[config.mk]
export PLATFORM = sky130hd
export DESIGN_NAME = rtc_bus_initiator
export DESIGN_NICKNAME = d
export VERILOG_FILES = /design/src/rtl/rtc_bus_initiator.sv
export SDC_FILE = /design/constraint.sdc
export NUM_CORES = 1
export LEC_CHECK = 0
export ABC_CLOCK_PERIOD_IN_PS = 2900
export CAP_MARGIN = 10
export CORE_MARGIN = 5
export CORE_UTILIZATION = 40
export CTS_BUF_LIST = sky130_fd_sc_hd__clkbuf_16
export DETAILED_ROUTE_END_ITERATION = 8
export PLACE_DENSITY = 0.69
export SYNTH_ARGS = -nofsm -noshare
export SYNTH_HDL_FRONTEND = slang
export SYNTH_SLANG_ARGS = --single-unit
[constraint.sdc]
create_clock -name clk_i -period 2.9 [get_ports clk_i]
set_input_delay 0.58 -clock clk_i [delete_from_list [all_inputs] [get_ports clk_i]]
set_output_delay 0.58 -clock clk_i [all_outputs]
set_load 0.01 [all_outputs]
[src/rtl/rtc_bus_initiator.sv]
// rtc_bus_initiator: runs one address/data-strobe bus cycle to the RTC per request.
// Optional RD_DOUBLE_SAMPLE_EN adds rd_err_o, set when the last two ACCESS samples differ.
module rtc_bus_initiator #(
  parameter int T_AS  = 4,
  parameter int T_GAP = 2,
  parameter int T_ACC = 7,
  parameter int T_REC = 3
) (
  input  logic       clk_i,
  input  logic       rst_ni,
  input  logic       start_i,
  input  logic       wr_i,
  input  logic [7:0] addr_i,
  input  logic [7:0] wdata_i,
  input  logic [7:0] ad_i,
  output logic [7:0] ad_o,
  output logic       ad_oe_o,
  output logic       cs_n_o,
  output logic       as_n_o,
  output logic       rd_n_o,
  output logic       wr_n_o,
  output logic [7:0] rdata_o,
  output logic       busy_o,
  output logic       done_o
`ifdef RD_DOUBLE_SAMPLE_EN
  ,
  output logic       rd_err_o
`endif
);
  typedef enum logic [2:0] {IDLE, ADDR, GAP, ACCESS, RECOVER, DONE} state_t;
  state_t     state, nxt;
  logic [3:0] cnt;
  logic       last;
  logic       wr_l;
  logic [7:0] wdata_l;
  always_comb begin
    nxt  = state;
    last = 1'b0;
    case (state)
      IDLE:    nxt = start_i ? ADDR : IDLE;
      ADDR:    begin last = cnt == 4'(T_AS - 1);  nxt = last ? GAP : ADDR; end
      GAP:     begin last = cnt == 4'(T_GAP - 1); nxt = last ? ACCESS : GAP; end
      ACCESS:  begin last = cnt == 4'(T_ACC - 1); nxt = last ? RECOVER : ACCESS; end
      RECOVER: begin last = cnt == 4'(T_REC - 1); nxt = last ? DONE : RECOVER; end
      default: nxt = IDLE;
    endcase
  end
  always_ff @(posedge clk_i or negedge rst_ni) begin
    if (!rst_ni) begin
      state <= IDLE;
      cnt   <= '0;
    end else begin
      state <= nxt;
      cnt   <= (nxt != state || state == IDLE) ? '0 : cnt + 4'd1;
    end
  end
  // Bus outputs are decoded from the next state so they change on the clock edge only.
  always_ff @(posedge clk_i or negedge rst_ni) begin
    if (!rst_ni) begin
      wr_l    <= 1'b0;
      wdata_l <= '0;
      cs_n_o  <= 1'b1;
      as_n_o  <= 1'b1;
      rd_n_o  <= 1'b1;
      wr_n_o  <= 1'b1;
      ad_oe_o <= 1'b0;
      ad_o    <= '0;
      busy_o  <= 1'b0;
      done_o  <= 1'b0;
      rdata_o <= '0;
    end else begin
      if (state == IDLE && start_i) begin
        wr_l    <= wr_i;
        wdata_l <= wdata_i;
      end
      cs_n_o  <= !(nxt == ADDR || nxt == GAP || nxt == ACCESS);
      as_n_o  <= nxt != ADDR;
      rd_n_o  <= !(nxt == ACCESS && !wr_l);
      wr_n_o  <= !(nxt == ACCESS && wr_l);
      ad_oe_o <= nxt == ADDR || (wr_l && (nxt == GAP || nxt == ACCESS));
      ad_o    <= (state == IDLE && start_i) ? addr_i :
                 (state == ADDR && nxt == GAP && wr_l) ? wdata_l : ad_o;
      busy_o  <= nxt != IDLE;
      done_o  <= nxt == DONE;
      if (state == ACCESS && last && !wr_l) rdata_o <= ad_i;
    end
  end
`ifdef RD_DOUBLE_SAMPLE_EN
  logic [7:0] early;
  logic       mism;
  always_ff @(posedge clk_i or negedge rst_ni) begin
    if (!rst_ni) begin
      early    <= '0;
      mism     <= 1'b0;
      rd_err_o <= 1'b0;
    end else begin
      if (state == ACCESS && cnt == 4'(T_ACC - 2)) early <= ad_i;
      if (state == ACCESS && last) mism <= !wr_l && (early != ad_i);
      rd_err_o <= nxt == DONE && mism;
    end
  end
`endif
endmodule

==> flow_summary.yaml <==
global_routing:
  grt_pass1_vias: 1255
  antenna_found_initial: 0
  grt_pass1_wl_mm: 6.00
  grtUsageTotal_pct: 12.7
  grt_overflow: 0
  grt_max_degree: 40
placed_design:
  place_ws_ps: 734
  routabilityCongestion: 0.746
  port_buffers: 50
  dpl.hpwl_mm: 2.53
power:
  p_per_area_nw_per_um2: 925
  leakagePower_nw: 1.09
  power.total_mw: 2.27
  ir_drop_mv: 0.482
synth:
  ys_seq_area_share_pct: 55.3
  ys_seq_elements: 39
  synthFlopType: "dfrtp_1"
  ys_types: 40
  async_flop_share_pct: 100
  synth_cells: 163
  synth_common_cells: "dfrtp_1 (35), nand2_1 (30), inv_1 (11)"
  synth_area_leaders: "dfrtp_1 (49%), nand2_1 (6.4%), dfstp_2 (5.9%), mux2_2 (5.1%), o22ai_1 (2.8%)"
  ys_warn_count: 0
  synth_edf_count: 0
  synth_top_cell_area_share_pct: 49.4
  synth_area_um2: 1770
  synth_most_common_cell: "dfrtp_1"
  synth_top_area_cell: "dfrtp_1"
  syn-num-nets: 194
  synth.avg_cell_area_um2: 10.9
routing:
  finalWirelength_mm: 3.63
  drtIter0Drc: 52
  drcViolationCount: 0
  wl_met3_um: 199
  wl_met1_mm: 1.70
  vias: 1306
  highest_layer: "met4"
  vias_per_cell: 4.91
  dr_wl_met2_mm: 1.69
  firstDrtPassIters: 4
  post_drt_wl_per_cell_um: 13.7
  ant_nets: 0
clock_network:
  path_clk_slew_ps: 50
  cts_max_path_buffers: 2
  cts.sinks: 39
  h-tree-depth: 2
  root_buffer: "clkbuf_16"
  cts_buffers: 5
  cts_hold_buffers: 0
  ctsResizeCount: 0
  cts_tree: "done"
  cts_setup_buffers: 0
  clkLatencyLatePin_ps: 270
timing:
  max_freq_mhz: 489
  finalSetupViolCount: 0
  fin_crit_ps: 2050
  drv_slew: 0
  timing.hold.ws_ps: 413
  setup_slack_ps: 854
  worstMarginPinSlew_ps: 846
  fin_crit_sh_pct: 70.5
  fin_setup_tns_ps: 0
  rsz0062_at_grt: "false"
  slew_headroom_pct: 43.6
  fin_worst_skew_ps: 2.18
  hold_viol: 0
worst_setup_path:
  rr_worst_depth: 5
  reg2reg_to: "busy_o"
  path_buf_inv: 0
  cp-end-kind: "flop"
  critPathSlowestCell: "or3b_4"
  cp_top_family: "simple AND/OR/NAND/NOR gates"
  critPathRequiredTime_ps: 3050
  crit_arrival_ps: 2200
  worstSetupPathType: "flop to flop"
  crit_path_cell_trace: "ha_1 -> or3b_4 -> a221oi_2 -> o21ai_2 -> or3_1"
  cp_max_fo: 6
  regToRegSetupSlack_ps: 850
  critPathLaunchType: "flop"
  cpPeakStageDelay_ps: 430
  timing.rr.start: "cnt[0]"
flow_run:
  maxCapViolCount: 0
finish:
  seq_area_um2: 981
  fin_nets: 245
  fin_util_pct: 56.7
  n_antenna_cell: 0
  fill_cells: 417
  multi_input_area_um2: 702
  area_delta_synth_final_pct: 38.2
  drive_gt1_share_pct: 12.6
die:
  core_area_um2: 4320
  rows: 24
  start_util_pct: 41.0
  die_area_um2: 5860
  die_w_um: 76.6
  die_h_um: 76.6
  pin_count: 51
min_path:
  hold_path_class: "input port to async pin"
run_status:
  status: "finished clean"
[kinds of logic after synthesis]
logic type               synth area share, %
XOR/XNOR                                1.48
flip-flops                              55.3
buffers and inverters                   5.08
adder cells (fa/ha/maj)                 2.12
AO/OA/AOI/OAI                           11.4
multiplexers                            5.65
AND/OR/NAND/NOR                         19.0
[worst max-delay path by stage]
stage,startpoint,to,cells past startpoint
2_1_floorplan,cnt[0],busy_o,5
3_3_place_gp,start_i,cnt[2],5
3_5_place_dp,start_i,cnt[1],5
4_1_cts,cnt[0],busy_o,5
5_1_grt,cnt[0],busy_o,5
6_report,cnt[0],busy_o,5
[power breakdown]
group          switching (mW)  internal [mW]
clock network           0.189          0.397
logic                   0.366          0.426
registers               0.142          0.748
total                   0.698           1.57
[layout by cell type, fill, tap and decap left out, types with 2 or more instances in the layout]
cell	netlist	layout
clkdlybuf4s50_1	0	49
dfrtp_1	35	35
nand2_1	30	30
inv_1	11	12
a21oi_1	9	9
o22ai_1	8	8
mux2_2	8	8
clkbuf_16	0	5
nor2_1	4	4
nand3b_1	4	4
dfstp_2	4	4
and3b_1	3	3
o21ai_0	3	3
nand2b_1	3	3
nor2b_1	3	3
a211oi_1	3	3
nand3_1	3	3
ha_1	3	3
xnor2_1	2	2
or3_1	2	2
[state kept, by name (all words and copies together) (netlist names), 3 cells and up]
register,count
wdata_l,8
rdata_o,8
cnt,4
state,3
ad_o,8
[layer usage]
layer / GRT usage (%) / vias to the layer above
met1: 17.1 / 599
met2: 19.1 / 40
li1: - / 665
met4: 5.24 / 0
met3: 3.55 / 2
met5: 0 / -
[through the flow]
step	area, µm²	cells
floorplan	1770	163
global placement	2290	259
detailed placement	2290	259
CTS	2450	266
global route	2450	266
finish	2450	266
[area by class of cell]
type / count / area share, %
clock buffers: 5 / 5.10
clock inverters: 2 / 1.38
inverters: 11 / 1.68
multi-input cells: 106 / 28.6
flip-flops and latches: 39 / 40.0
well taps: 52 / 2.65
repair buffers: 51 / 20.5
[worst reg2reg max path, delay by kind of cell (launching register included)]
family	cells	cell delay (ps)
fa+ha+maj	1	250
compound gates	2	440
flops	1	420
simple gates	2	810
Note: power is estimated with default switching activity, not from simulation.
